<file path="src/rtl/pc_fetch_unit_pkg.sv">
// Shared types for the PC fetch unit: FSM encoding, reset PC default and the
// instruction/PC packet held by the output register.
package pc_fetch_unit_pkg;
   localparam int          INST_W       = 32;
   localparam logic [31:0] RESET_PC_DEF = 32'h0000_0000;

   typedef enum logic [1:0] {
      S_IDLE    = 2'd0,
      S_FETCH   = 2'd1,
      S_DISCARD = 2'd2,
      S_ERROR   = 2'd3
   } fetch_state_e;

   typedef struct packed {
      logic [INST_W-1:0] inst;
      logic [31:0]       pc;
   } fetch_pkt_t;
endpackage

</file>
<file path="src/rtl/pc_fetch_unit_if.sv">
// Bundle of PC adder, instruction-memory and decode-side signals of the fetch unit.
// master = fetch unit, slave = surrounding pipeline / memory.
interface pc_fetch_unit_if;
   import pc_fetch_unit_pkg::*;

   logic [31:0]       newAddress;
   logic [31:0]       currentAddress;
   logic              redirect;
   logic [31:0]       redirect_addr;
   logic              imem_req;
   logic [31:0]       imem_addr;
   logic              imem_ack;
   logic [INST_W-1:0] imem_rdata;
   logic              inst_valid;
   logic              inst_ready;
   logic [INST_W-1:0] instruction;
   logic [31:0]       inst_pc;
   logic              fetch_err;

   modport master (
      input  newAddress, redirect, redirect_addr, imem_ack, imem_rdata, inst_ready,
      output currentAddress, imem_req, imem_addr, inst_valid, instruction, inst_pc, fetch_err
   );

   modport slave (
      output newAddress, redirect, redirect_addr, imem_ack, imem_rdata, inst_ready,
      input  currentAddress, imem_req, imem_addr, inst_valid, instruction, inst_pc, fetch_err
   );
endinterface

</file>
<file path="src/rtl/pc_fetch_unit_fetch_out_reg.sv">
// One-entry valid/ready holding register between fetch and decode.
// Flush beats load, load beats drain (a same-edge reload keeps valid high).
module fetch_out_reg
   import pc_fetch_unit_pkg::*;
(
   input  logic       clk,
   input  logic       reset,
   input  logic       load,
   input  fetch_pkt_t load_pkt,
   input  logic       flush,
   input  logic       ready,
   output logic       valid,
   output fetch_pkt_t pkt
);
   always_ff @(posedge clk or posedge reset) begin
      if (reset) begin
         valid <= 1'b0;
         pkt   <= '0;
      end else if (flush) begin
         valid <= 1'b0;
      end else if (load) begin
         valid <= 1'b1;
         pkt   <= load_pkt;
      end else if (valid && ready) begin
         valid <= 1'b0;
      end
   end
endmodule

</file>
<file path="src/rtl/pc_fetch_unit.sv">
// PC register + req/ack instruction fetch FSM feeding decode through a
// one-entry output register; redirects flush, ack timeouts latch fetch_err.
module pc_fetch_unit
   import pc_fetch_unit_pkg::*;
#(
   parameter logic [31:0] RESET_PC = RESET_PC_DEF,
   parameter int          TIMEOUT  = 16,
   parameter int          CNT_W    = 5
) (
   input  logic           clk,
   input  logic           reset,
   pc_fetch_unit_if.master bus
);
   localparam logic [CNT_W-1:0] TO_LAST = CNT_W'((TIMEOUT > 0) ? TIMEOUT - 1 : 0);

   fetch_state_e     state;
   logic [31:0]      pc;
   logic [CNT_W-1:0] cnt;
   logic [31:0]      redir_pc;
   logic             out_valid, drain, load, flush, waiting, timeout_hit;
   fetch_pkt_t       out_pkt;

   assign redir_pc    = {bus.redirect_addr[31:2], 2'b00};
   assign drain       = out_valid && bus.inst_ready;
   assign waiting     = bus.imem_req && !bus.imem_ack;
   // a redirect clears the wait counter, so it pre-empts a timeout on the same edge
   assign timeout_hit = (TIMEOUT != 0) && waiting && !bus.redirect && (cnt == TO_LAST);
   assign load        = (state == S_FETCH) && bus.imem_ack && !bus.redirect;
   assign flush       = (bus.redirect && (state != S_ERROR)) || timeout_hit;

   assign bus.currentAddress = pc;
   assign bus.inst_valid     = out_valid;
   assign bus.instruction    = out_pkt.inst;
   assign bus.inst_pc        = out_pkt.pc;

   fetch_out_reg u_out (
      .clk      (clk),
      .reset    (reset),
      .load     (load),
      .load_pkt ('{inst: bus.imem_rdata, pc: pc}),
      .flush    (flush),
      .ready    (bus.inst_ready),
      .valid    (out_valid),
      .pkt      (out_pkt)
   );

   always_ff @(posedge clk or posedge reset) begin
      if (reset) begin
         state         <= S_IDLE;
         pc            <= RESET_PC;
         cnt           <= '0;
         bus.imem_req  <= 1'b0;
         bus.imem_addr <= RESET_PC;
         bus.fetch_err <= 1'b0;
      end else begin
         case (state)
            S_IDLE: begin
               if (bus.redirect) begin
                  pc            <= redir_pc;
                  state         <= S_FETCH;
                  bus.imem_req  <= 1'b1;
                  bus.imem_addr <= redir_pc;
               end else if (!out_valid || drain) begin
                  state         <= S_FETCH;
                  bus.imem_req  <= 1'b1;
                  bus.imem_addr <= pc;
               end
            end
            S_FETCH: begin
               if (bus.redirect) begin
                  pc  <= redir_pc;
                  cnt <= '0;
                  if (bus.imem_ack) bus.imem_addr <= redir_pc;
                  else              state         <= S_DISCARD;
               end else if (bus.imem_ack) begin
                  cnt <= '0;
                  pc  <= bus.newAddress;
                  // keep streaming only if decode frees the slot on this same edge
                  if (drain) begin
                     bus.imem_addr <= bus.newAddress;
                  end else begin
                     state        <= S_IDLE;
                     bus.imem_req <= 1'b0;
                  end
               end else if (timeout_hit) begin
                  state         <= S_ERROR;
                  bus.imem_req  <= 1'b0;
                  bus.fetch_err <= 1'b1;
                  cnt           <= cnt + 1'b1;
               end else begin
                  cnt <= cnt + 1'b1;
               end
            end
            S_DISCARD: begin
               if (bus.imem_ack) begin
                  cnt           <= '0;
                  state         <= S_FETCH;
                  bus.imem_addr <= bus.redirect ? redir_pc : pc;
                  if (bus.redirect) pc <= redir_pc;
               end else if (bus.redirect) begin
                  pc  <= redir_pc;
                  cnt <= '0;
               end else if (timeout_hit) begin
                  state         <= S_ERROR;
                  bus.imem_req  <= 1'b0;
                  bus.fetch_err <= 1'b1;
                  cnt           <= cnt + 1'b1;
               end else begin
                  cnt <= cnt + 1'b1;
               end
            end
            S_ERROR: ;
            default: state <= S_ERROR;
         endcase
      end
   end
endmodule
</file>
<file path="src/flat_wrapper.sv">
// flat-port wrapper written by rule: the top's interface ports become plain ports
module pc_fetch_unit_flat import pc_fetch_unit_pkg::*;
#(
   parameter logic [31:0] RESET_PC = RESET_PC_DEF,
   parameter int          TIMEOUT  = 16,
   parameter int          CNT_W    = 5
)
  (clk, reset, bus_newAddress, bus_redirect, bus_redirect_addr, bus_imem_ack, bus_imem_rdata, bus_inst_ready, bus_currentAddress, bus_imem_req, bus_imem_addr, bus_inst_valid, bus_instruction, bus_inst_pc, bus_fetch_err);
  pc_fetch_unit_if bus_i ();
  input  logic clk;
  input  logic reset;
  input wire logic [$bits(bus_i.newAddress)-1:0] bus_newAddress;
  input wire logic [$bits(bus_i.redirect)-1:0] bus_redirect;
  input wire logic [$bits(bus_i.redirect_addr)-1:0] bus_redirect_addr;
  input wire logic [$bits(bus_i.imem_ack)-1:0] bus_imem_ack;
  input wire logic [$bits(bus_i.imem_rdata)-1:0] bus_imem_rdata;
  input wire logic [$bits(bus_i.inst_ready)-1:0] bus_inst_ready;
  output wire logic [$bits(bus_i.currentAddress)-1:0] bus_currentAddress;
  output wire logic [$bits(bus_i.imem_req)-1:0] bus_imem_req;
  output wire logic [$bits(bus_i.imem_addr)-1:0] bus_imem_addr;
  output wire logic [$bits(bus_i.inst_valid)-1:0] bus_inst_valid;
  output wire logic [$bits(bus_i.instruction)-1:0] bus_instruction;
  output wire logic [$bits(bus_i.inst_pc)-1:0] bus_inst_pc;
  output wire logic [$bits(bus_i.fetch_err)-1:0] bus_fetch_err;
  assign bus_i.newAddress = bus_newAddress;
  assign bus_i.redirect = bus_redirect;
  assign bus_i.redirect_addr = bus_redirect_addr;
  assign bus_i.imem_ack = bus_imem_ack;
  assign bus_i.imem_rdata = bus_imem_rdata;
  assign bus_i.inst_ready = bus_inst_ready;
  assign bus_currentAddress = bus_i.currentAddress;
  assign bus_imem_req = bus_i.imem_req;
  assign bus_imem_addr = bus_i.imem_addr;
  assign bus_inst_valid = bus_i.inst_valid;
  assign bus_instruction = bus_i.instruction;
  assign bus_inst_pc = bus_i.inst_pc;
  assign bus_fetch_err = bus_i.fetch_err;
  pc_fetch_unit #(.RESET_PC(RESET_PC), .TIMEOUT(TIMEOUT), .CNT_W(CNT_W)) u_core (.clk(clk), .reset(reset), .bus(bus_i));
endmodule
</file>
<file path="config.mk">
export PLATFORM = sky130hd
export DESIGN_NAME = pc_fetch_unit_flat
export DESIGN_NICKNAME = d
export VERILOG_FILES = /design/src/rtl/pc_fetch_unit_pkg.sv /design/src/rtl/pc_fetch_unit_if.sv /design/src/rtl/pc_fetch_unit_fetch_out_reg.sv /design/src/rtl/pc_fetch_unit.sv /design/src/flat_wrapper.sv
export SDC_FILE = /design/constraint.sdc
export NUM_CORES = 1
export LEC_CHECK = 0
export CORE_MARGIN = 2
export CORE_UTILIZATION = 42
export CTS_BUF_LIST = sky130_fd_sc_hd__clkbuf_8
export CTS_CLUSTER_SIZE = 20
export DETAILED_ROUTE_END_ITERATION = 8
export PLACE_DENSITY = 0.79
export SYNTH_ARGS = -nofsm -noshare
export SYNTH_HDL_FRONTEND = slang
export SYNTH_SLANG_ARGS = --single-unit
</file>
<file path="constraint.sdc">
create_clock -name clk -period 4.24 [get_ports clk]
set_input_delay 0.848 -clock clk [delete_from_list [all_inputs] [get_ports clk]]
set_output_delay 0.848 -clock clk [all_outputs]
set_load 0.01 [all_outputs]
</file>
### Yosys cells after proc, flatten, opt, wreduce, memory -nomap -nowiden

Index checks and enable logic that the tools add are counted.
Widths: inputs -> output; s select.

| operators by class | value |
|---|---|
| add/subtract/negate cells | 1 |
| equality and inequality tests | 16 |
| muxes and demuxes | 45 |
| bitwise logic cells | 1 |
| reductions and logical operators | 24 |

Operators by type and width:

| operator | count |
|---|---|
| $mux 32 | 10 |
| $pmux 32 s3 | 1 |
| $pmux 32 s2 | 1 |
| $mux 5 | 4 |
| $mux 2 | 9 |
| $mux 1 | 16 |
| $reduce_and 5->1 | 3 |
| $ne 2x2->1 const B | 7 |
| $ne 3x3->1 const B | 4 |
| $pmux 5 s2 | 1 |
| $logic_and 1x1->1 | 7 |
| $ne 3x2->1 const B | 2 |
| $pmux 2 s3 | 1 |
| $reduce_and 6->1 | 1 |
| $reduce_bool 3->1 | 2 |
| $add 5x1->5 const B | 1 |
| $eq 5x4->1 const B | 1 |
| $reduce_and 2->1 | 2 |
| $reduce_bool 2->1 | 2 |
| $logic_not 1->1 | 3 |
| $pmux 1 s3 | 1 |
| $eq 2x1->1 const B | 1 |
| $eq 2x2->1 const B | 1 |
| $logic_not 2->1 | 1 |
| 4 further kinds | 5 |

| word-level totals | value |
|---|---|
| flip-flop bits (word level) | 138 |
| input port bits | 101 |
| output and inout port bits | 131 |
| word-level logic and storage cells | 96 |

### Logic depth before layout (Yosys ltp)

Gate-level depths: netlist of the first run.

| depth | value |
|---|---|
| depth after elaboration | 8 |
| depth in mapped cells | 8 |
| gate-level depth less buffers | 6 |

### Cells and area by module

From an unflattened synthesis of the first run, not the netlist that was laid out.

| second synthesis, totals | value |
|---|---|
| cells, all modules | 539 |
| area, all modules | 6915.4 um^2 |

By module, submodules not included:

| module | instances | cells an instance | area each (um^2) | seq. area each (um^2) |
|---|---|---|---|---|
| pc_fetch_unit | 1 | 398 | 4170.2 | 1826.8 |
| fetch_out_reg | 1 | 141 | 2745.1 | 1626.6 |

### Least setup slack after synthesis of the first run

OpenSTA, ideal clock, no wires.

| timing path | value |
|---|---|
| kind | input port to flip-flop |
| start point | input port bus_redirect |
| end point | register u_core.bus.imem_addr[20] |
| setup time | 125 ps |
| arrival | 1965 ps |
| data required time | 4115 ps |
| path slack | 2150 ps |
| stages on the path | 6 |
| path buffers | 2 |
| cell sequence | buf_6 nor4bb_4 nor2_1 nand3_2 buf_6 mux2_2 |

| between the ends | value |
|---|---|
| word-level cells in the longest chain between the ends | 3 |
| elaborated cells on any way between the ends | 8 |
| classes of those cells | 2 x eq/ne; 5 x mux; 1 x reduce/logical |

Ends and longest elaborated chain:

| item | RTL line | source |
|---|---|---|
| start, declared | flat_wrapper.sv:13 | `input wire logic [$bits(bus_i.redirect)-1:0] bus_redirect;` |
| $mux 32 | n/a |  |
| $mux 32 | pc_fetch_unit.sv:95 | `if (bus.imem_ack) begin` |
| $pmux 32 s3 | pc_fetch_unit.sv:56 | `case (state)` |
| end signal, assigned | pc_fetch_unit.sv:62 | `bus.imem_addr <= redir_pc;` |
| end signal, assigned | pc_fetch_unit.sv:66 | `bus.imem_addr <= pc;` |
| end signal, assigned | pc_fetch_unit.sv:98 | `bus.imem_addr <= bus.redirect ? redir_pc : pc;` |
| end, declared | pc_fetch_unit_if.sv:22 | `output currentAddress, imem_req, imem_addr, inst_valid, instruction, inst_pc, fetch_err` |

Parallel ways exist; a longest one is shown, timed or not. The select of a mux whose other input is x is not followed.
A chain may end at the register's enable or synchronous reset.

### Final worst setup path of the first run

| timing path | value |
|---|---|
| start point | input port bus_redirect |
| end point | register u_core.pc[17], in the netlist u_core.bus.currentAddress[17] |

| between the ends | value |
|---|---|
| word-level cells in the longest chain between the ends | 2 |
| elaborated cells on any way between the ends | 5 |
| classes of those cells | 1 x eq/ne; 3 x mux; 1 x reduce/logical |

Ends and longest elaborated chain:

| item | RTL line | source |
|---|---|---|
| $mux 32 (tied with other cells) | n/a |  |
| $pmux 32 s2 / $reduce_and 2->1 (equally long branches) | n/a |  |
| end signal, assigned | pc_fetch_unit.sv:59 | `pc <= redir_pc;` |
| end signal, assigned | pc_fetch_unit.sv:71 | `pc <= redir_pc;` |
| end signal, assigned | pc_fetch_unit.sv:77 | `pc <= bus.newAddress;` |
| end, declared | pc_fetch_unit.sv:17 | `logic [31:0] pc;` |

Parallel ways exist; a longest one is shown, timed or not.

==> metrics.md, run 1 <==
| Metric | Value |
|---|---|
| Pre-CTS setup slack | `0.816 ns` |
| Die Ht | `127 microns` |
| Post_cts resized | `0` |
| Total die area | `16200 sq um` |
| Distinct cells, synth | `41` |
| Gate power share | `52.7%` |
| P_int | `0.00482 W` |
| Routed len/inst | `18.8 microns` |
| Slack of the worst reg-to-reg path | `1.70 ns` |
| WL final | `17.6 mm` |
| Post-DP HPWL | `12.1 mm` |
| Setup TNS | `0 ns` |
| Power, Total | `0.00752 W` |
| Worst hold path type | `reg2reg` |
| Skew-Pair Late Insertion Delay | `0.45 ns` |
| Largest net degree at the start of global routing | `79` |
| TritonCTS Buffers | `17` |
| Async set or reset register ratio after synthesis | `100%` |
| Worst setup SP type | `input pin` |
| Net switching power figure | `0.00270 W` |
| Synth Instances | `514` |
| Drt via density | `5.45` |
| # fillers | `1180` |
| Clk buf depth | `2` |
| Pwr/cell area | `815 nW/um^2` |
| Initial Util | `42.4%` |
| Final clock skew | `0.00562 ns` |
| Switching Fraction | `35.9%` |
| Leakage | `3.79 nW` |
| Peak supply drop | `0.395 mV` |
| Vias in the first global route | `5343` |
| Final setup margin | `1.26 ns` |
| Max Freq | `336 MHz` |
| Vias | `5081` |
| Hold path startpoint | `u_core.u_out.pkt[0]$_DFFE_PP0P_` |
| Initial antenna violation count | `0` |
| Max Cap Viol | `0` |
| Crit path arrival time | `3.34 ns` |
| Initial DRC count | `316` |
| Worst r2r src | `u_core.state[1]$_DFFE_PP0P_` |
| Antenna-violating nets left | `0` |
| Measured slew at the worst slew-check pin | `0.956 ns` |
| Share of layout cells above drive strength 1 | `19.6%` |
| Number of synthesized flops with an enable pin | `0` |
| # DRC | `0` |
| Sink Count | `138` |
| Most frequent cells in the layout | `229 x clkdlybuf4s50_1, 138 x dfrtp_1, 95 x mux2_2, 34 x mux2i_1, 34 x a21oi_1` |
| PortBufs | `229` |
| Sequential share of power | `32.0%` |
| GPL Wtd Cong | `0.860` |
| Core Region | `15000 sq um` |
| Overflow after GRT | `0` |
| Status | `completed` |
| Ports | `232` |
| Layout net count | `839` |
| Final period util | `70.2%` |
| Min Tclk post-route | `2.98 ns` |
| Mapped cell area | `6380 sq um` |
| # setup viols final | `0` |
| Crit Path Max Fanout | `27` |
| Post-CTS Hold Buffers | `0` |
| Number of diodes | `0` |
| # H-tree levels | `4` |
| CTS tree | `yes` |
| WP data required | `4.60 ns` |
| Final number of max-transition violations | `0` |
| Postcts setup bufs | `0` |
| Most common cell after layout, fill and taps aside | `clkdlybuf4s50_1` |
| Root buffer cell | `clkbuf_8` |
| Unrepaired setup endpoints after global routing | `false` |
| Max_slew headroom | `36.1%` |
| Area Overhead vs Synth | `44.6%` |
| Critical Path Sink Type | `register` |
| Total track usage | `22.2%` |
| Yosys reg bits | `138` |
| Global-route wire length before repair | `27.9 mm` |
| CTS clk-pin slew, worst paths | `0.08 ns` |
| Final Hold Viols | `0` |
| Syn. warnings | `0` |
| # rows | `45` |
| Chip width | `127 microns` |
| Kind of critical path | `in2reg` |
| Sequential area share after synthesis | `54.1%` |
| Syn nets | `621` |
| 1st-pass router iterations | `6` |
| Clock power share | `15.3%` |
| Synth Flop Type | `dfrtp_1` |
| Worst Setup SP | `bus_redirect` |
| Syn_area_per_cell | `12.4 sq um` |
[kinds of logic (layout without fill, tap and decap cells)]
logic type	Yosys count	after routing	synth area share (%)
flip-flops	138	138	54.1
multiplexers	130	130	22.3
AO/OA/AOI/OAI	125	125	13.2
AND/OR/NAND/NOR	66	66	4.96
buffers and inverters	49	280	4.28
adder cells (fa/ha/maj)	6	6	1.18
[power groups by stage]
stage / clock, W / sequential [W] / combinational [W]
floorplan: 0 / 0.00264 / 0.00195
global placement: 0 / 0.00238 / 0.00391
detailed placement: 0 / 0.00242 / 0.00398
CTS: 0.00118 / 0.00241 / 0.00400
global route: 0.00124 / 0.00249 / 0.00423
finish: 0.00115 / 0.00240 / 0.00396
[synth_stat cells, drive strengths merged (2+ instances only)]
cell type  number  area share, %
a21boi          3           0.53
a21oi          35            2.8
a22oi           3           0.35
a2bb2oi        27            3.7
buf            25            2.9
clkbuf         13           0.77
dfrtp         138             54
ha              6            1.2
inv            11           0.65
mux2           96             17
mux2i          34            5.3
nand2          14           0.82
nand2b          2           0.20
nand3           7           0.71
nor2           32            1.9
nor3            3           0.24
o211ai          4           0.47
o21ai          13            1.0
o22ai          33            3.2
o2bb2ai         2           0.27
or2             3           0.29
[area by class of cell]
class	count	area [sq um]	area share (%)
Sequential cell	138	3450	37.4
Multi-Input combinational cell	327	2670	28.9
Timing Repair Buffer	237	2390	25.9
Clock buffer	19	262	2.83
Tap cell	188	235	2.55
Clock inverter	13	170	1.84
Inverter	11	45.0	0.488
[final timing paths]
kind / end / cells past startpoint
worst max register to register: u_core.bus.currentAddress[17]$_DFFE_PP0P_ / 6
max in group asynchronous: u_core.bus.fetch_err$_DFFE_PP0P_ / 3
worst min register to register: u_core.u_out.pkt[0]$_DFFE_PP0P_ / 2
worst min-delay path: u_core.u_out.pkt[0]$_DFFE_PP0P_ / 2
worst max-delay path: u_core.bus.currentAddress[17]$_DFFE_PP0P_ / 5
min in group asynchronous: u_core.u_out.pkt[51]$_DFFE_PP0P_ / 2
[state kept, by name, summed over array words and instances (netlist names)]
| name | count |
|---|---|
| u_core.state | 2 |
| u_core.bus.currentAddress | 32 |
| u_core.bus.fetch_err | 1 |
| u_core.bus.imem_req | 1 |
| u_core.u_out.pkt | 64 |
| u_core.cnt | 5 |
| u_core.u_out.valid | 1 |
| u_core.bus.imem_addr | 32 |
[routing by layer]
metal,vias to the layer above,GRT usage (%),wire (microns)
li1,2321,-,-
met1,2515,26.4,6920
met2,204,37.3,8970
met3,41,6.45,1080
met4,0,10.1,605
met5,-,0,0
[critical path: stages]
cell and delay (ns):
clkdlybuf4s50_1 1.00, nor2_2 0.25, a21oi_4 0.21, a21boi_4 0.78, a2bb2oi_1 0.24
[metrics by stage]
stage	utilization, %	hold slack [ns]	cell area [sq um]	cells
CTS	61.4	0.501	9230	933
global placement	58.5	0.473	8790	901
floorplan	-	0.470	6380	514
global route	61.4	0.520	9230	933
finish	61.4	0.490	9230	933
detailed placement	58.5	0.483	8790	901
(Power assumes the default switching activity.)
==> run 2: changes to the inputs <==
==> constraint.sdc (replaced) <==
create_clock -name clk -period 2.6 [get_ports clk]
set_input_delay 0.52 -clock clk [delete_from_list [all_inputs] [get_ports clk]]
set_output_delay 0.52 -clock clk [all_outputs]
set_load 0.01 [all_outputs]
==> metrics.md, run 2 (synthesized netlist as in run 1, its figures left out) <==
| Metric | Value |
|---|---|
| Status | `completed` |
| Global-route wire length before repair | `28.7 mm (+2.7%)` |
| Antenna-violating nets left | `0 (unchanged)` |
| CTS tree | `yes` |
| Total die area | `16200 sq um (unchanged)` |
| Unrepaired setup endpoints after global routing | `false` |
| Final clock skew | `0.00839 ns (+0.00277 ns)` |
| Routed len/inst | `19.4 microns (+3.0%)` |
| Final number of max-transition violations | `0 (unchanged)` |
| Worst setup SP type | `register` |
| Pwr/cell area | `1330 nW/um^2 (+64%)` |
| Setup TNS | `0 ns (unchanged)` |
| # H-tree levels | `4 (unchanged)` |
| TritonCTS Buffers | `17 (unchanged)` |
| WL final | `18.3 mm (+3.8%)` |
| Power, Total | `0.0125 W (+66%)` |
| Pre-CTS setup slack | `0.158 ns (-0.659 ns)` |
| Share of layout cells above drive strength 1 | `20.1% (+0.48 points)` |
| Ports | `232 (unchanged)` |
| Overflow after GRT | `0 (unchanged)` |
| WP data required | `2.93 ns (-1.67 ns)` |
| Slowest stage delay, CP | `0.54 ns (-0.46 ns)` |
| Crit path arrival time | `2.47 ns (-0.87 ns)` |
| Kind of critical path | `reg2reg` |
| Critical Path Sink Type | `register` |
| Crit-path cells | `inv_1 > ha_2 > o21ai_1 > nand3_2 > buf_12 > mux2_2` |
| Post-DP HPWL | `12.9 mm (+6.9%)` |
| Peak supply drop | `0.601 mV (+52%)` |
| Sink Count | `138 (unchanged)` |
| Root buffer cell | `clkbuf_8` |
| Final Hold Viols | `0 (unchanged)` |
| GPL Wtd Cong | `0.845 (-1.7%)` |
| Vias | `5196 (+2.3%)` |
| Initial Util | `42.4% (unchanged)` |
| Min Tclk post-route | `2.14 ns` |
| Layout net count | `848 (+1.1%)` |
| PortBufs | `229 (unchanged)` |
| Final setup margin | `0.458 ns (-0.804 ns)` |
| Most common cell after layout, fill and taps aside | `clkdlybuf4s50_1` |
| Post_cts resized | `0 (unchanged)` |
| Drt via density | `5.52 (+1.4%)` |
| # rows | `45 (unchanged)` |
| Clk buf depth | `2 (unchanged)` |
| Hold Slack | `0.451 ns (-0.0392 ns)` |
| # DRC | `0 (unchanged)` |
| Die Ht | `127 microns (unchanged)` |
| CTS clk-pin slew, worst paths | `0.07 ns (about the same)` |
| Skew-Pair Late Insertion Delay | `0.45 ns (about the same)` |
| Post-CTS Hold Buffers | `0 (unchanged)` |
| Leakage | `3.89 nW (+2.7%)` |
| Largest net degree at the start of global routing | `67 (-15%)` |
| Chip width | `127 microns (unchanged)` |
| Crit path max-delay cell type | `ha_2` |
| Most flop-heavy register | `u_core.u_out.pkt` |
| Initial antenna violation count | `1 (+1)` |
| 1st-pass router iterations | `4 (-2)` |
| Initial DRC count | `298 (-5.7%)` |
| Final period util | `82.4%` |
| # fillers | `1170 (-0.85%)` |
| Measured slew at the worst slew-check pin | `0.535 ns (-0.421 ns)` |
| Crit Path Max Fanout | `29 (+7.4%)` |
| Largest register FFs | `64 (unchanged)` |
| Max_slew headroom | `64.3% (+28 points)` |
| Max Freq | `467 MHz` |
| Max Cap Viol | `0 (unchanged)` |
| # setup viols final | `0 (unchanged)` |
| Area Overhead vs Synth | `47.0%` |
| Postcts setup bufs | `0 (unchanged)` |
| Core Region | `15000 sq um (unchanged)` |
| Worst hold path type | `in2async` |
| Most frequent cells in the layout | `229 x clkdlybuf4s50_1, 138 x dfrtp_1, 95 x mux2_2, 34 x mux2i_1, 34 x a21oi_1` |
| Vias in the first global route | `5551 (+3.9%)` |
| Total track usage | `22.8% (+0.63 points)` |
==> run 2: cell count changes in the layout (fill, tap and decap cells not counted), sizes merged <==
| cell | before | now |
|---|---|---|
| clkinv | 4 | 3 |
| clkinvlp | 7 | 2 |
| inv | 10 | 12 |
| diode | 0 | 1 |
| bufinv | 3 | 4 |
| clkbuf | 19 | 20 |
| buf | 8 | 17 |
==> run 2: path summary, 6_finish.rpt <==
path | startpoint | endpoint | slack (ns) | cells after the start
worst max-delay path | u_core.state[1]$_DFFE_PP0P_ | u_core.bus.imem_addr[4]$_DFFE_PP0P_ | 0.46 | 6
worst min-delay path | reset | u_core.u_out.pkt[13]$_DFFE_PP0P_ | 0.45 | 2
worst max register to register | u_core.state[1]$_DFFE_PP0P_ | u_core.bus.imem_addr[4]$_DFFE_PP0P_ | 0.46 | 6
min in group clk | u_core.u_out.pkt[1]$_DFFE_PP0P_ | u_core.u_out.pkt[1]$_DFFE_PP0P_ | 0.48 | 2
max in group asynchronous | reset | u_core.u_out.pkt[17]$_DFFE_PP0P_ | 1.52 | 3
worst min register to register | u_core.u_out.pkt[1]$_DFFE_PP0P_ | u_core.u_out.pkt[1]$_DFFE_PP0P_ | 0.48 | 2
==> run 2: cell type report <==
class	instances	area (sq um)	share of cell area, %
flip-flops and latches	138	3450	36.8
multi-input cells	327	2670	28.5
repair buffers	246	2540	27.1
clock buffers	20	275	2.94
well taps	188	235	2.51
clock inverters	10	150	1.60
inverters	11	45.0	0.480
diodes	1	2.50	0.0267
==> run 2: where the power goes <==
| group | switching [W] | leakage (nW) | internal (W) |
|---|---|---|---|
| Sequential | 0.000718 | 1.60 | 0.00321 |
| Clock | 0.000778 | 0.223 | 0.00110 |
| Combinational | 0.00289 | 2.08 | 0.00382 |
| Total | 0.00439 | 3.89 | 0.00813 |
==> run 2: worst max-delay path: cells and delay by family (launching register included) <==
| family | cells | cell delay (ns) |
|---|---|---|
| adders and majority gates | 1 | 0.54 |
| DFF | 1 | 0.43 |
| muxes | 1 | 0.37 |
| buffers and inverters | 2 | 0.35 |
| AOI/OAI and AO/OA | 1 | 0.17 |
| and+or+nand+nor | 1 | 0.17 |
==> run 2: metal layers <==
| layer | vias up | routed length [microns] | track usage, % |
|---|---|---|---|
| li1 | 2335 | - | - |
| met1 | 2600 | 6920 | 25.8 |
| met2 | 207 | 9470 | 39.6 |
| met3 | 54 | 1120 | 6.99 |
| met4 | 0 | 735 | 10.6 |
| met5 | - | 0 | 0 |
==> run 2: per-stage QoR <==
| step | util, % | cells | instance area, sq um |
|---|---|---|---|
| 2_1_floorplan | - | 514 | 6380 |
| 3_3_place_gp | 59.5 | 910 | 8950 |
| 3_5_place_dp | 59.5 | 910 | 8950 |
| 4_1_cts | 62.4 | 940 | 9370 |
| 5_1_grt | 62.4 | 941 | 9380 |
| 6_report | 62.4 | 941 | 9380 |
==> run 3: changes to the inputs <==
==> constraint.sdc (replaced) <==
create_clock -name clk -period 1.8 [get_ports clk]
set_input_delay 0.36 -clock clk [delete_from_list [all_inputs] [get_ports clk]]
set_output_delay 0.36 -clock clk [all_outputs]
set_load 0.01 [all_outputs]
==> metrics.md, run 3 (synthesized netlist as in run 1, its figures left out) <==
| Metric | Value |
|---|---|
| Status | `complete, but fails checks` |
| Failing checks | `setup timing` |
| 1st-pass router iterations | `7 (+3)` |
| Largest net degree at the start of global routing | `66 (-1.5%)` |
| Ports | `232 (unchanged)` |
| Sequential share of power | `27.5% (-3.9 points)` |
| Post-DP HPWL | `13.4 mm (+3.5%)` |
| Post-route cell area | `10300 sq um (+9.6%)` |
| Gate power share | `59.5% (+5.8 points)` |
| Antenna-violating nets left | `0 (unchanged)` |
| Largest register FFs | `64 (unchanged)` |
| Measured slew at the worst slew-check pin | `0.481 ns (-0.0541 ns)` |
| Final number of max-transition violations | `0 (unchanged)` |
| Critical Path Sink Type | `register` |
| Drt via density | `5.53 (+0.10%)` |
| Max_slew headroom | `67.9% (+3.6 points)` |
| Clk buf depth | `2 (unchanged)` |
| Switching Fraction | `35.3% (+0.20 points)` |
| WL final | `20.6 mm (+13%)` |
| Peak supply drop | `1.00 mV (+66%)` |
| Max Freq | `526 MHz (+13%)` |
| Overflow after GRT | `0 (unchanged)` |
| Routed len/inst | `20.5 microns (+5.6%)` |
| Vias | `5566 (+7.1%)` |
| Max Cap Viol | `0 (unchanged)` |
| Worst hold path type | `in2async` |
| Kind of critical path | `reg2reg` |
| Most flop-heavy register | `u_core.u_out.pkt` |
| Layout net count | `914 (+7.8%)` |
| Chip width | `127 microns (unchanged)` |
| Final setup margin | `-0.102 ns (-0.560 ns)` |
| Crit Path Max Fanout | `8 (-72%)` |
| Initial antenna violation count | `0 (-1)` |
| Net switching power figure | `0.00726 W (+65%)` |
| CTS clk-pin slew, worst paths | `0.08 ns (about the same)` |
| Global-route wire length before repair | `30.4 mm (+6.0%)` |
| Share of layout cells above drive strength 1 | `30.9% (+11 points)` |
| Number of diodes | `0 (-1)` |
| Sink Count | `138 (unchanged)` |
| # DRC | `0 (unchanged)` |
| Most common cell after layout, fill and taps aside | `clkdlybuf4s50_1` |
| Total track usage | `24.1% (+1.4 points)` |
| Area Overhead vs Synth | `61.1%` |
| Power, Total | `0.0206 W (+64%)` |
| # H-tree levels | `4 (unchanged)` |
| Pwr/cell area | `2000 nW/um^2 (+50%)` |
| Skew-Pair Late Insertion Delay | `0.44 ns (about the same)` |
| GPL Wtd Cong | `0.889 (+5.1%)` |
| Vias in the first global route | `5887 (+6.1%)` |
| # setup viols final | `62 (+62)` |
| Crit path arrival time | `2.22 ns (-0.25 ns)` |
| Clock power share | `13.0% (-2.0 points)` |
| Unrepaired setup endpoints after global routing | `true` |
| Initial DRC count | `461 (+55%)` |
| Worst setup SP type | `register` |
| Initial Util | `42.4% (unchanged)` |
| Area after DPL | `9210 sq um (+2.9%)` |
| CTS tree | `yes` |
| Final clock skew | `0.00957 ns (+0.00119 ns)` |
| Final period util | `106% (+23 points)` |
| Core Region | `15000 sq um (unchanged)` |
| # rows | `45 (unchanged)` |
| WP data required | `2.12 ns (-0.81 ns)` |
| Final Hold Viols | `0 (unchanged)` |
| Post-CTS Hold Buffers | `0 (unchanged)` |
| Die Ht | `127 microns (unchanged)` |
| TritonCTS Buffers | `17 (unchanged)` |
| Total die area | `16200 sq um (unchanged)` |
| PortBufs | `229 (unchanged)` |
| P_int | `0.0133 W (+64%)` |
| Min Tclk post-route | `1.90 ns (-0.240 ns)` |
| Root buffer cell | `clkbuf_8` |
| Most frequent cells in the layout | `209 x clkdlybuf4s50_1, 135 x dfrtp_1, 78 x mux2_2, 59 x buf_4` |
| Leakage | `4.46 nW (+14%)` |
| Core Util, Final | `68.4% (+6.0 points)` |
-- run 3: final cells by class --
class,count,area (sq um)
Sequential cell,138,3460
Timing Repair Buffer,312,3190
Multi-Input combinational cell,327,2930
Clock buffer,22,303
Inverter,11,45.0
Fill cell,1042,4750
Clock inverter,9,119
Tap cell,188,235
-- run 3: worst paths after layout --
check | cells past startpoint | slack, ns | endpoint | startpoint
setup / recovery | 8 | -0.10 | u_core.bus.imem_addr[17]$_DFFE_PP0P_ | u_core.state[0]$_DFFE_PP0P_
hold / removal | 3 | 0.36 | u_core.u_out.pkt[5]$_DFFE_PP0P_ | reset
setup reg to reg | 8 | -0.10 | u_core.bus.imem_addr[17]$_DFFE_PP0P_ | u_core.state[0]$_DFFE_PP0P_
hold reg to reg | 1 | 0.49 | u_core.bus.fetch_err$_DFFE_PP0P_ | u_core.bus.fetch_err$_DFFE_PP0P_
max in group asynchronous | 3 | 0.95 | u_core.bus.currentAddress[7]$_DFFE_PP0P_ | reset
min in group clk | 1 | 0.49 | u_core.bus.fetch_err$_DFFE_PP0P_ | u_core.bus.fetch_err$_DFFE_PP0P_
-- run 3: critical path, cell delays in order, from the launching register on --
cell and delay, ns:
dfrtp_1 0.40, inv_2 0.09, ha_4 0.17, nor4bb_4 0.15, nor2_2 0.20, nand3_4 0.15
buf_12 0.16, buf_12 0.14, mux2_4 0.31
-- run 3: per-stage QoR --
step | std cells | hold slack, ns | TNS [ns] | setup WS [ns]
global route | 1007 | 0.385 | -6.49 | -0.161
finish | 1007 | 0.358 | -2.84 | -0.102
CTS | 984 | 0.345 | -0.254 | -0.0361
detailed placement | 940 | 0.460 | -32.84 | -0.353
global placement | 940 | 0.462 | -30.79 | -0.316
floorplan | 514 | 0.470 | -38.79 | -0.281
-- run 3: power groups by stage --
stage | combinational (W) | clock, W | sequential (W)
floorplan | 0.00458 | 0 | 0.00621
global placement | 0.00984 | 0 | 0.00562
detailed placement | 0.0101 | 0 | 0.00572
CTS | 0.0107 | 0.00273 | 0.00563
global route | 0.0129 | 0.00288 | 0.00585
finish | 0.0122 | 0.00269 | 0.00566
-- run 3: metal layers --
metal	routed length [microns]	track usage [%]
met5	0	0
met4	817	12.9
met3	1090	6.16
met2	10700	41.7
met1	8020	27.6
-- run 3: timing repair --
item / 4_1_cts / 5_1_grt
cloned: 1 / 2
buffers inserted: 12 / 22
resized for setup: 30 / 54
endpoints found under the setup margin: 80 / 84
pin swaps: 4 / 7
